### config.mk
export PLATFORM = sky130hd
export DESIGN_NAME = usb_event_queue
export DESIGN_NICKNAME = d
export VERILOG_FILES = /design/src/rtl/usb_event_queue.sv
export SDC_FILE = /design/constraint.sdc
export NUM_CORES = 1
export LEC_CHECK = 0
export BUFFER_PORTS_ARGS = -buffer_cell sky130_fd_sc_hd__buf_4
export CAP_MARGIN = 20
export CELL_PAD_IN_SITES_DETAIL_PLACEMENT = 1
export CELL_PAD_IN_SITES_GLOBAL_PLACEMENT = 1
export CORE_UTILIZATION = 25
export DETAILED_ROUTE_END_ITERATION = 7
export PLACE_DENSITY = 0.52
export SYNTH_ARGS = -nofsm -noshare
export SYNTH_HDL_FRONTEND = slang
export SYNTH_SLANG_ARGS = --single-unit
### constraint.sdc
create_clock -name clk_i -period 8.5 [get_ports clk_i]
set_clock_uncertainty 0.2 [all_clocks]
set_input_delay 1.275 -clock clk_i [delete_from_list [all_inputs] [get_ports clk_i]]
set_output_delay 1.275 -clock clk_i [all_outputs]
set_load 0.01 [all_outputs]
### src/rtl/usb_event_queue.sv
// USB HID event queue: key FIFO with overflow flag, saturating mouse delta
// accumulators and a maskable level interrupt, all behind an 8-bit register bus.
module usb_event_queue #(
    parameter int DEPTH = 8
) (
    input  logic       clk_i,
    input  logic       rst_i,
    input  logic       key_valid_i,
    input  logic [7:0] key_char_i,
    input  logic [7:0] key_mod_i,
    input  logic       mouse_valid_i,
    input  logic [7:0] mouse_btn_i,
    input  logic [7:0] mouse_dx_i,
    input  logic [7:0] mouse_dy_i,
    input  logic       cs_i,
    input  logic       wr_n_i,
    input  logic [7:0] reg_addr_i,
    input  logic [7:0] data_i,
    output logic [7:0] data_o,
    output logic       irq_o
);
    localparam int AW = $clog2(DEPTH);
    localparam logic [AW:0] FULL_COUNT = (AW + 1)'(DEPTH);

    // Event inputs are single-cycle valid pulses with no back-pressure; the
    // bus strobe cs_i marks exactly one cycle per access, so read side
    // effects fire once per access.
    logic [15:0]   mem [DEPTH];
    logic [AW-1:0] rd_ptr, wr_ptr;
    logic [AW:0]   count, count_next;
    logic          ovf, ovf_next;
    logic          key_ie, key_ie_next, mouse_ie, mouse_ie_next;
    logic          mouse_pend, mouse_pend_next;
    logic [7:0]    btn, btn_next, acc_dx, acc_dx_next, acc_dy, acc_dy_next;

    logic rd_en, wr_en, empty, full, pop, push, flush, drop;
    logic rd_btn, rd_dx, rd_dy;

    function automatic logic [7:0] sat_add(input logic [7:0] a, input logic [7:0] b);
        logic signed [8:0] s;
        s = $signed({a[7], a}) + $signed({b[7], b});
        if (s > 9'sd127)
            sat_add = 8'h7F;
        else if (s < -9'sd128)
            sat_add = 8'h80;
        else
            sat_add = s[7:0];
    endfunction

    assign rd_en  = cs_i & wr_n_i;
    assign wr_en  = cs_i & ~wr_n_i;
    assign empty  = (count == '0);
    assign full   = (count == FULL_COUNT);
    assign pop    = rd_en & (reg_addr_i == 8'h01) & ~empty;
    assign flush  = wr_en & (reg_addr_i == 8'h06) & data_i[7];
    assign push   = key_valid_i & ~flush & (~full | pop);
    assign drop   = key_valid_i & ~flush & full & ~pop;
    assign rd_btn = rd_en & (reg_addr_i == 8'h03);
    assign rd_dx  = rd_en & (reg_addr_i == 8'h04);
    assign rd_dy  = rd_en & (reg_addr_i == 8'h05);

    always_comb begin
        count_next      = count;
        ovf_next        = ovf;
        key_ie_next     = key_ie;
        mouse_ie_next   = mouse_ie;
        btn_next        = btn;
        acc_dx_next     = acc_dx;
        acc_dy_next     = acc_dy;
        mouse_pend_next = mouse_pend;

        if (flush)
            count_next = '0;
        else
            count_next = count + (AW + 1)'(push) - (AW + 1)'(pop);

        if (wr_en && reg_addr_i == 8'h00 && data_i[3])
            ovf_next = 1'b0;
        if (drop)
            ovf_next = 1'b1;

        if (wr_en && reg_addr_i == 8'h06) begin
            key_ie_next   = data_i[0];
            mouse_ie_next = data_i[1];
        end

        // A read-clear coincident with a new report keeps only the new report.
        if (rd_btn)
            mouse_pend_next = 1'b0;
        if (rd_dx)
            acc_dx_next = 8'h00;
        if (rd_dy)
            acc_dy_next = 8'h00;
        if (mouse_valid_i) begin
            btn_next        = mouse_btn_i;
            mouse_pend_next = 1'b1;
            acc_dx_next     = rd_dx ? mouse_dx_i : sat_add(acc_dx, mouse_dx_i);
            acc_dy_next     = rd_dy ? mouse_dy_i : sat_add(acc_dy, mouse_dy_i);
        end
    end

    always_ff @(posedge clk_i or posedge rst_i) begin
        if (rst_i) begin
            rd_ptr     <= '0;
            wr_ptr     <= '0;
            count      <= '0;
            ovf        <= 1'b0;
            key_ie     <= 1'b0;
            mouse_ie   <= 1'b0;
            btn        <= 8'h00;
            acc_dx     <= 8'h00;
            acc_dy     <= 8'h00;
            mouse_pend <= 1'b0;
            irq_o      <= 1'b0;
        end else begin
            if (flush) begin
                rd_ptr <= '0;
                wr_ptr <= '0;
            end else begin
                if (pop)
                    rd_ptr <= rd_ptr + 1'b1;
                if (push)
                    wr_ptr <= wr_ptr + 1'b1;
            end
            count      <= count_next;
            ovf        <= ovf_next;
            key_ie     <= key_ie_next;
            mouse_ie   <= mouse_ie_next;
            btn        <= btn_next;
            acc_dx     <= acc_dx_next;
            acc_dy     <= acc_dy_next;
            mouse_pend <= mouse_pend_next;
            irq_o      <= (key_ie_next & (count_next != '0)) | (mouse_ie_next & mouse_pend_next);
        end
    end

    // Storage is not reset; only entries behind the pointers are ever read.
    always_ff @(posedge clk_i) begin
        if (push)
            mem[wr_ptr] <= {key_mod_i, key_char_i};
    end

    always_comb begin
        data_o = 8'h00;
        case (reg_addr_i)
            8'h00: data_o = {4'b0, ovf, mouse_pend, full, ~empty};
            8'h01: data_o = empty ? 8'h00 : mem[rd_ptr][7:0];
            8'h02: data_o = empty ? 8'h00 : mem[rd_ptr][15:8];
            8'h03: data_o = btn;
            8'h04: data_o = acc_dx;
            8'h05: data_o = acc_dy;
            8'h06: data_o = {6'b0, mouse_ie, key_ie};
            default: data_o = 8'h00;
        endcase
    end
endmodule

==> impl_metrics.json, run 1 <==
{
  "setup_slack_ns": 3.28,
  "finalCriticalPeriod_ns": 5.22,
  "numClockSinks": 167,
  "wl_per_cell_um": 20.9,
  "clock_path_buffers": 2,
  "synth_top_cell_by_area": "edfxtp_1",
  "cts_buffers": 17,
  "area_growth_pct": 20.3,
  "setup_viol_count_final": 0,
  "avgSynthCellArea_um2": 14.5,
  "track_usage_pct": 13.9,
  "async_flop_share_pct": 23.4,
  "synth-main-ff-cell": "edfxtp_1",
  "max_freq_mhz": 191,
  "post_layout_nonfiller_instances": 1028,
  "power.density_nw_per_um2": 275,
  "drc": 11,
  "cts_setup_buffers": 0,
  "dp.cells": 997,
  "comb_power_share_pct": 27.8,
  "ctsHoldBuffers": 0,
  "port_buffers": 66,
  "p_sw_share_pct": 33.7,
  "p_seq_share_pct": 43.2,
  "synth_edf_count": 128,
  "place_ws_ns": 3.26,
  "path_common_cell": "buf_4",
  "antenna_cells": 0,
  "hold_path.class": "flop to flop",
  "fin_area_um2": 9510,
  "ys_types": 61,
  "first_global_vias": 5576,
  "final_layout_size_suffix_gt1_share_pct": 26.3,
  "cts-htree-levels": 4,
  "root_buffer": "clkbuf_16",
  "crit_start": "reg_addr_i[7]",
  "crit_chain": "buf_4, or4_4, nor2_1, nand3b_1, o22ai_1, a221o_1, buf_4",
  "maxSlewHeadroom_pct": 41.2,
  "dpl_cell_area_um2": 8930,
  "power.internal_uw": 1740,
  "vias": 5049,
  "design.core.area_um2": 30800,
  "clkLatencyLatePin_ns": 0.43,
  "leakagePower_uw": 0.00338,
  "cp-end-kind": "output pin",
  "cpPeakStageDelay_ns": 0.70,
  "path_clk_slew_ns": 0.07,
  "report.final.slew_viol_count": 0,
  "die_h_um": 180,
  "syn-instance-count": 544,
  "hold_start": "ovf$_DFFE_PP0P_",
  "rsz0062_at_grt": "false",
  "ys_seq_elements": 167,
  "antenna_left": 0,
  "violations": "DRC",
  "p_sw_uw": 884,
  "synthTopCellsByArea": "edfxtp_1, dfrtp_1, mux4_2",
  "nets": 709,
  "synth_top_area_share_pct": 48.6,
  "outcome": "complete, but fails checks",
  "irDropWorstVdd_v": 0.000131,
  "seq_area_frac_synth_pct": 61.0,
  "critPathMaxFanout": 13,
  "r2r_start": "count[2]$_DFF_PP0_",
  "setup.worst_path.class": "primary input to output pin",
  "initial_core_util_pct": 25.6,
  "start_kind": "primary input",
  "setup_tns_ns": 0,
  "syn-num-nets": 633,
  "gp_congestion": 0.814,
  "worst_pin_slew_ns": 0.878,
  "crit_required_ns": 7.03,
  "cts_resized": 0,
  "die_w_um": 180,
  "antenna_found_initial": 1,
  "die-area_um2": 32300,
  "power.share.clock_pct": 29.0,
  "finalHoldViolCount": 0,
  "dr.pass1.iters": 8,
  "n_fill_cell": 3249,
  "yosysWarnings": 0,
  "crit_slowest_cell": "nor2_1",
  "wirelength_um": 21500,
  "arrival_ns": 3.75,
  "drv_cap": 0,
  "grt_pass1_wl_um": 33700,
  "cts_tree": "done",
  "grt-ovfl-total": 0,
  "grt_start_max_net_pins": 40,
  "drt_iter0_markers": 310,
  "vias_per_cell": 4.91,
  "place_hpwl_um": 14400,
  "row_count": 64,
  "pin_count": 71,
  "syn_area_um2": 7900,
  "post-route-period-util_pct": 61.5
}
## routing by layer
metal  GRT usage [%]  vias up  routed length (um)
met1            18.1     2618                9790
met3            3.16       24                 910
met2            22.9      119               10400
met5               0        -                   0
met4            4.55        0                 402
li1                -     2288                   -
## final timing paths
kind / endpoint / slack (ns) / cells past startpoint
worst min register to register: ovf$_DFFE_PP0P_ / 0.31 / 1
worst max register to register: irq_o$_DFF_PP0_ / 5.19 / 12
max in group asynchronous: rd_ptr[0]$_DFFE_PP0P_ / 6.88 / 3
min in group asynchronous: count[3]$_DFF_PP0_ / 0.78 / 3
worst min-delay path: ovf$_DFFE_PP0P_ / 0.31 / 1
worst max-delay path: data_o[1] / 3.28 / 7
## final cells by class
type,instances,area [um2],area share [%]
Timing Repair Buffer,79,593,6.24
Tap cell,396,495,5.21
Inverter,22,82.6,0.868
Sequential cell,167,4820,50.7
Clock inverter,14,151,1.59
Multi-Input combinational cell,333,2940,30.9
Clock buffer,17,425,4.47
## power by group through the flow
stage / clock [uW] / sequential [uW] / combinational (uW)
6_report: 760 / 1130 / 727
5_1_grt: 813 / 1150 / 812
4_1_cts: 784 / 1140 / 738
3_5_place_dp: 0 / 1150 / 733
3_3_place_gp: 0 / 1140 / 695
2_1_floorplan: 0 / 1110 / 507
## worst max-delay path: cells and delay by family
family / cells / cell delay [ns]
AOI/OAI and AO/OA: 2 / 0.57
and+or+nand+nor: 3 / 1.64
buffers and inverters: 2 / 0.27
## synthesized netlist by cell type (2+ instances only)
| cell | n |
|---|---|
| a21o_1 | 5 |
| mux4_2 | 32 |
| a31oi_1 | 5 |
| a2111oi_0 | 2 |
| fa_1 | 3 |
| inv_1 | 22 |
| nor2_1 | 38 |
| and3_1 | 3 |
| o211ai_1 | 8 |
| nor2_2 | 2 |
| o31ai_1 | 4 |
| o221ai_1 | 2 |
| xnor2_1 | 10 |
| a211oi_1 | 4 |
| dfrtp_1 | 39 |
| a221o_1 | 2 |
| mux2i_1 | 22 |
| o21bai_1 | 4 |
| or2_2 | 2 |
| clkbuf_1 | 11 |
| nand4_1 | 4 |
| nor3_1 | 7 |
| edfxtp_1 | 128 |
| buf_2 | 11 |
| nand3b_1 | 3 |
| a22o_1 | 3 |
| ha_1 | 24 |
| nand2b_1 | 3 |
| nand3_1 | 12 |
| o21ai_0 | 18 |
| xor2_1 | 4 |
| a222oi_1 | 4 |
| a21oi_1 | 17 |
| nand2_1 | 25 |
| nor2b_1 | 7 |
| o22ai_1 | 10 |
| a22oi_1 | 8 |
| nor4_1 | 2 |
| mux2_2 | 10 |
| and2_1 | 3 |
## logic make-up after synthesis
kind of cell,share of synthesized area [%]
AND/OR/NAND/NOR,8.06
AO/OA/AOI/OAI,9.23
buffers and inverters,2.26
multiplexers,13.3
flip-flops,61.0
XOR/XNOR,1.55
adder cells (fa/ha/maj),4.56
## through the flow
| stage | total power, uW | hold slack, ns | utilization [%] |
|---|---|---|---|
| detailed placement | 1890 | 0.304 | 29.0 |
| global placement | 1830 | 0.289 | 29.0 |
| global route | 2770 | 0.342 | 30.8 |
| floorplan | 1620 | 0.266 | - |
| CTS | 2660 | 0.321 | 30.8 |
| finish | 2620 | 0.314 | 30.8 |
## placed cells by master, fill, tap and decap left out, types with 6 or more instances in the layout
cell type / instances
edfxtp_1: 128
buf_4: 79
nor2_1: 38
dfrtp_1: 38
mux4_2: 32
nand2_1: 25
ha_1: 24
inv_1: 22
mux2i_1: 22
o21ai_0: 18
a21oi_1: 17
clkbuf_16: 17
nand3_1: 12
o22ai_1: 10
xnor2_1: 10
mux2_2: 10
o211ai_1: 8
a22oi_1: 8
nor2b_1: 7
inv_8: 6
## sequential cells by signal (all words and copies together) (netlist names)
name	cells
mouse_pend	1
btn	8
key_ie	1
wr_ptr	3
ovf	1
rd_ptr	3
mem	128
acc_dx	8
acc_dy	8
irq_o	1
mouse_ie	1
count	4
Note: power is estimated with default switching activity, not from simulation.
==> inputs of run 2 (changes only) <==
PLACE_DENSITY = 0.53   (was 0.52)
clock period = 4.61 ns   (was 8.5 ns; I/O delays follow)
==> run 2 against run 1 <==
The run still ends with DRC left. Combinational power grew 83%. Die area is the same. Critical path depth shrank 1. Highest routed layer unchanged. Flip-flop and latch count is the same. Worst setup slack lost 2.7 ns.
==> impl_metrics.json, run 2 (synthesis gave the netlist of run 1 again) <==
{
  "cts_setup_buffers": 0,
  "setup_tns_ns": 0,
  "track_usage_pct": 13.8,
  "finalHoldViolCount": 0,
  "cp-end-kind": "output pin",
  "final_layout_size_suffix_gt1_share_pct": 27.0,
  "row_count": 64,
  "leakagePower_uw": 0.00342,
  "cts_tree": "done",
  "report.final.slew_viol_count": 0,
  "cts_buffers": 17,
  "setup_slack_ns": 0.589,
  "worst_pin_slew_ns": 0.926,
  "setup_viol_count_final": 0,
  "p_sw_share_pct": 33.7,
  "clock_path_buffers": 2,
  "antenna_found_initial": 1,
  "r2r_setup_slack_ns": 1.32,
  "root_buffer": "clkbuf_16",
  "cts_resized": 0,
  "max_freq_mhz": 249,
  "finalCriticalPeriod_ns": 4.02,
  "nets": 714,
  "violations": "DRC",
  "power.internal_uw": 3210,
  "clkLatencyLatePin_ns": 0.43,
  "ctsHoldBuffers": 0,
  "power.share.clock_pct": 29.4,
  "critPathMaxFanout": 20,
  "p_seq_share_pct": 43.1,
  "area_growth_pct": 21.3,
  "die_h_um": 180,
  "wirelength_um": 21600,
  "vias": 5020,
  "numClockSinks": 167,
  "rr_worst_depth": 12,
  "layout_commonest_cell": "edfxtp_1",
  "crit_start": "rd_ptr[0]$_DFFE_PP0P_",
  "drc": 14,
  "setup.worst_path.class": "flop to output pin",
  "dr.pass1.iters": 7,
  "design.core.area_um2": 30800,
  "final_cell_mix": "edfxtp_1, buf_4, nor2_1, dfrtp_1, mux4_2",
  "p_sw_uw": 1630,
  "power.density_nw_per_um2": 506,
  "outcome": "complete, but fails checks",
  "first_global_vias": 5613,
  "initial_core_util_pct": 25.6,
  "grt_pass1_wl_um": 33400,
  "largest_register": "mem",
  "vias_per_cell": 4.85,
  "grt-ovfl-total": 0,
  "port_buffers": 66,
  "drv_cap": 0,
  "post-route-period-util_pct": 87.2,
  "largest_register_ffs": 128,
  "grt_start_max_net_pins": 40,
  "start_kind": "flop",
  "rsz0062_at_grt": "false",
  "cp-endpoint": "data_o[4]",
  "die_w_um": 180,
  "comb_power_share_pct": 27.5,
  "crit_required_ns": 3.72,
  "pin_count": 71,
  "arrival_ns": 3.13,
  "fin_total_pwr_uw": 4840,
  "r2r_end": "irq_o$_DFF_PP0_",
  "place_hpwl_um": 14800,
  "antenna_left": 0,
  "r2r_start": "count[2]$_DFF_PP0_",
  "place_ws_ns": 0.587,
  "gp_congestion": 0.844,
  "hold_path.class": "primary input to async pin",
  "cts-htree-levels": 4,
  "maxSlewHeadroom_pct": 38.0,
  "irDropWorstVdd_v": 0.000224,
  "drt_iter0_markers": 220,
  "wl_per_cell_um": 20.8,
  "die-area_um2": 32300,
  "path_clk_slew_ns": 0.07
}
==> run 2: changes by cell type in the layout (fill, tap and decap cells not counted) <==
cell	before	now
buf_4	79	83
clkinv_8	2	6
inv_8	6	4
nor3_2	0	2
nor3_4	2	0
buf_12	0	1
clkinv_2	0	1
clkinvlp_4	1	0
diode_2	0	1
inv_6	2	1
==> run 2: worst min-delay path by stage <==
| stage | from | end | slack, ns | cells after the start |
|---|---|---|---|---|
| final | rst_i | count[2]$_DFF_PP0_ | 0.20 | 3 |
| after global routing | rst_i | count[2]$_DFF_PP0_ | 0.27 | 3 |
| after CTS | rst_i | acc_dy[4]$_DFFE_PP0P_ | 0.23 | 3 |
| after detailed placement | btn[7]$_DFFE_PP0P_ | btn[7]$_DFFE_PP0P_ | 0.30 | 1 |
| after global placement | btn[5]$_DFFE_PP0P_ | btn[5]$_DFFE_PP0P_ | 0.29 | 1 |
| after floorplan | ovf$_DFFE_PP0P_ | ovf$_DFFE_PP0P_ | 0.27 | 1 |
==> run 2: power by group through the flow <==
stage               combinational, uW  sequential (uW)  clock [uW]
floorplan                         935             2050           0
global placement                 1270             2100           0
detailed placement               1330             2130           0
CTS                              1350             2090        1460
global route                     1490             2120        1520
finish                           1330             2090        1430
==> run 2: worst max-delay path, cell delays in order (launching register included) <==
cell and delay (ns):
dfrtp_2 0.83, mux4_2 0.60, mux2i_1 0.35, o22ai_1 0.15
a222oi_1 0.51, inv_1 0.10, buf_4 0.16
==> run 2: layer usage <==
layer | up-vias | wire (um) | global-route usage (%) | part of all wire [%]
met1 | 2589 | 9640 | 18.0 | 45
li1 | 2304 | - | - | -
met3 | 18 | 1010 | 3.20 | 4.7
met4 | 0 | 292 | 3.59 | 1.4
met2 | 109 | 10600 | 22.8 | 49
met5 | - | 0 | 0 | 0
==> run 2: cell type report <==
cell class	instances	area, um2
Timing Repair Buffer	84	643
Tap cell	396	495
Clock buffer	17	425
Antenna cell	1	2.50
Multi-Input combinational cell	333	2930
Fill cell	3256	21200
Sequential cell	167	4820
Inverter	22	82.6
Clock inverter	15	183
==> run 2: through the flow <==
stage	util, %	hold slack, ns	cell area, um2	std cells
after floorplan	-	0.266	7900	544
after global placement	29.1	0.289	8970	1002
after detailed placement	29.1	0.299	8970	1002
after CTS	31.1	0.226	9580	1034
after global routing	31.1	0.271	9580	1034
final	31.1	0.200	9580	1035
==> inputs of run 3 (changes only) <==
clock period = 3.5 ns   (was 4.61 ns; I/O delays follow)
==> run 3 against run 2 <==
Sequential share of layout area decreased by 1.3 points. Flip-flop and latch count unchanged. Clock-buffer cell count grew 1. Combinational power increased by 40%. Sequential power up 32%. The run still ends with DRC left. Wire length decreased by 0.16%. Critical path depth rose by 1. Highest routed layer unchanged.
==> impl_metrics.json, run 3 (synthesis gave the netlist of run 1 again) <==
{
  "die_h_um": 180,
  "area_growth_pct": 24.5,
  "whs_ns": 0.0353,
  "rsz0062_at_grt": "true",
  "place_hpwl_um": 15000,
  "wl_per_cell_um": 20.4,
  "die_w_um": 180,
  "violations": "DRC",
  "root_buffer": "clkbuf_16",
  "nets": 733,
  "final_cell_mix": "edfxtp_1, buf_4, nor2_1, dfrtp_1, mux4_2",
  "cts-htree-levels": 4,
  "drt_iter0_markers": 316,
  "post_layout_nonfiller_instances": 1054,
  "design.core.area_um2": 30800,
  "power.density_nw_per_um2": 667,
  "irDropWorstVdd_v": 0.000273,
  "hold_path.class": "primary input to async pin",
  "gp_congestion": 0.810,
  "post-route-period-util_pct": 98.0,
  "met3_usage_pct": 2.82,
  "wirelength_um": 21500,
  "start_kind": "flop",
  "vias_per_cell": 4.86,
  "port_buffers": 66,
  "maxSlewHeadroom_pct": 48.8,
  "grt_most_used_layer": "met2",
  "use_met2_pct": 23.8,
  "final_layout_size_suffix_gt1_share_pct": 29.4,
  "outcome": "complete, but fails checks",
  "dr.pass1.iters": 8,
  "layout_commonest_cell": "edfxtp_1",
  "drc": 14,
  "pin_count": 71,
  "grt_start_max_net_pins": 35,
  "track_usage_pct": 13.7,
  "grt_pass1_wl_um": 33100,
  "antenna_found_initial": 1,
  "cts_tree": "done",
  "clock_path_buffers": 2,
  "critPathMaxFanout": 11,
  "finalCriticalPeriod_ns": 3.43,
  "cp-end-kind": "output pin",
  "path_clk_slew_ns": 0.07,
  "ctsHoldBuffers": 0,
  "leakagePower_uw": 0.00355,
  "largest_register": "mem",
  "arrival_ns": 2.71,
  "worst_pin_slew_ns": 0.767,
  "grt_use_met1_pct": 17.1,
  "largest_register_ffs": 128,
  "cts_buffers": 17,
  "clkLatencyLatePin_ns": 0.43,
  "initial_core_util_pct": 25.6,
  "row_count": 64,
  "first_global_vias": 5550,
  "grt-ovfl-total": 0,
  "setup.worst_path.class": "flop to output pin",
  "die-area_um2": 32300,
  "vias": 5122,
  "setup_viol_count_final": 0,
  "drv_cap": 0,
  "max_freq_mhz": 291,
  "finalHoldViolCount": 0,
  "dp.cells": 1020,
  "numClockSinks": 167,
  "antenna_left": 0,
  "crit_required_ns": 2.77,
  "report.final.slew_viol_count": 0
}
## run 3: worst paths after layout
kind                                       start                     to  slack [ns]  depth (start not counted)
max in group asynchronous                  rst_i  acc_dy[4]$_DFFE_PP0P_        2.14                          4
max reg2reg                   count[2]$_DFF_PP0_        irq_o$_DFF_PP0_        0.43                         13
min in group clk_i                 key_char_i[4]    mem[1][4]$_DFFE_PP_        0.12                          1
min reg2reg                   btn[3]$_DFFE_PP0P_     btn[3]$_DFFE_PP0P_        0.31                          1
max                        rd_ptr[0]$_DFFE_PP0P_              data_o[4]        0.07                          7
min                                        rst_i        irq_o$_DFF_PP0_        0.04                          2
## run 3: per-stage QoR
| stage | setup TNS (ns) | total power [uW] | area (um2) | worst slack [ns] | utilization [%] |
|---|---|---|---|---|---|
| final | 0 | 6560 | 9840 | 0.0690 | 31.9 |
| after global routing | -0.0613 | 6930 | 9830 | -0.0313 | 31.9 |
| after CTS | 0 | 6640 | 9790 | 0.00676 | 31.8 |
| after detailed placement | -0.131 | 4650 | 9180 | -0.131 | 29.8 |
| after global placement | -0.0788 | 4540 | 9180 | -0.0788 | 29.8 |
| after floorplan | 0 | 3940 | 7920 | 0.104 | - |
## run 3: final cells by class
cell class                 instances  area (um2)
antenna                            1        2.50
clock buffer                      18         429
clock inverter                    14         185
fill                            3241       21000
inverter                          22        82.6
multi-input combinational        333        2950
sequential                       167        4820
tap                              396         495
timing repair buffer             103         873
## run 3: timing repair
item | CTS | global route
endpoints found under the setup margin | 0 | 3
buffers inserted | 0 | 0
gates resized for setup | 0 | 5
## run 3: power breakdown
part | internal [uW] | total [uW] | leakage, uW | switching (uW)
sequential | 2530 | 2750 | 0.00162 | 223
combinational | 831 | 1860 | 0.00163 | 1030
clock | 1090 | 1960 | 0.000293 | 867
## run 3: worst max-delay path: stages, from the launching register on
cell	delay, ns
dfrtp_2	0.46
buf_12	0.18
mux4_2	0.53
mux2i_2	0.20
o22ai_1	0.16
a222oi_1	0.48
inv_1	0.10
buf_4	0.16
## run 3: metal layers
metal	vias up	routed length (um)
met4	0	170
met1	2673	9700
met3	9	796
li1	2342	-
met5	-	0
met2	98	10900
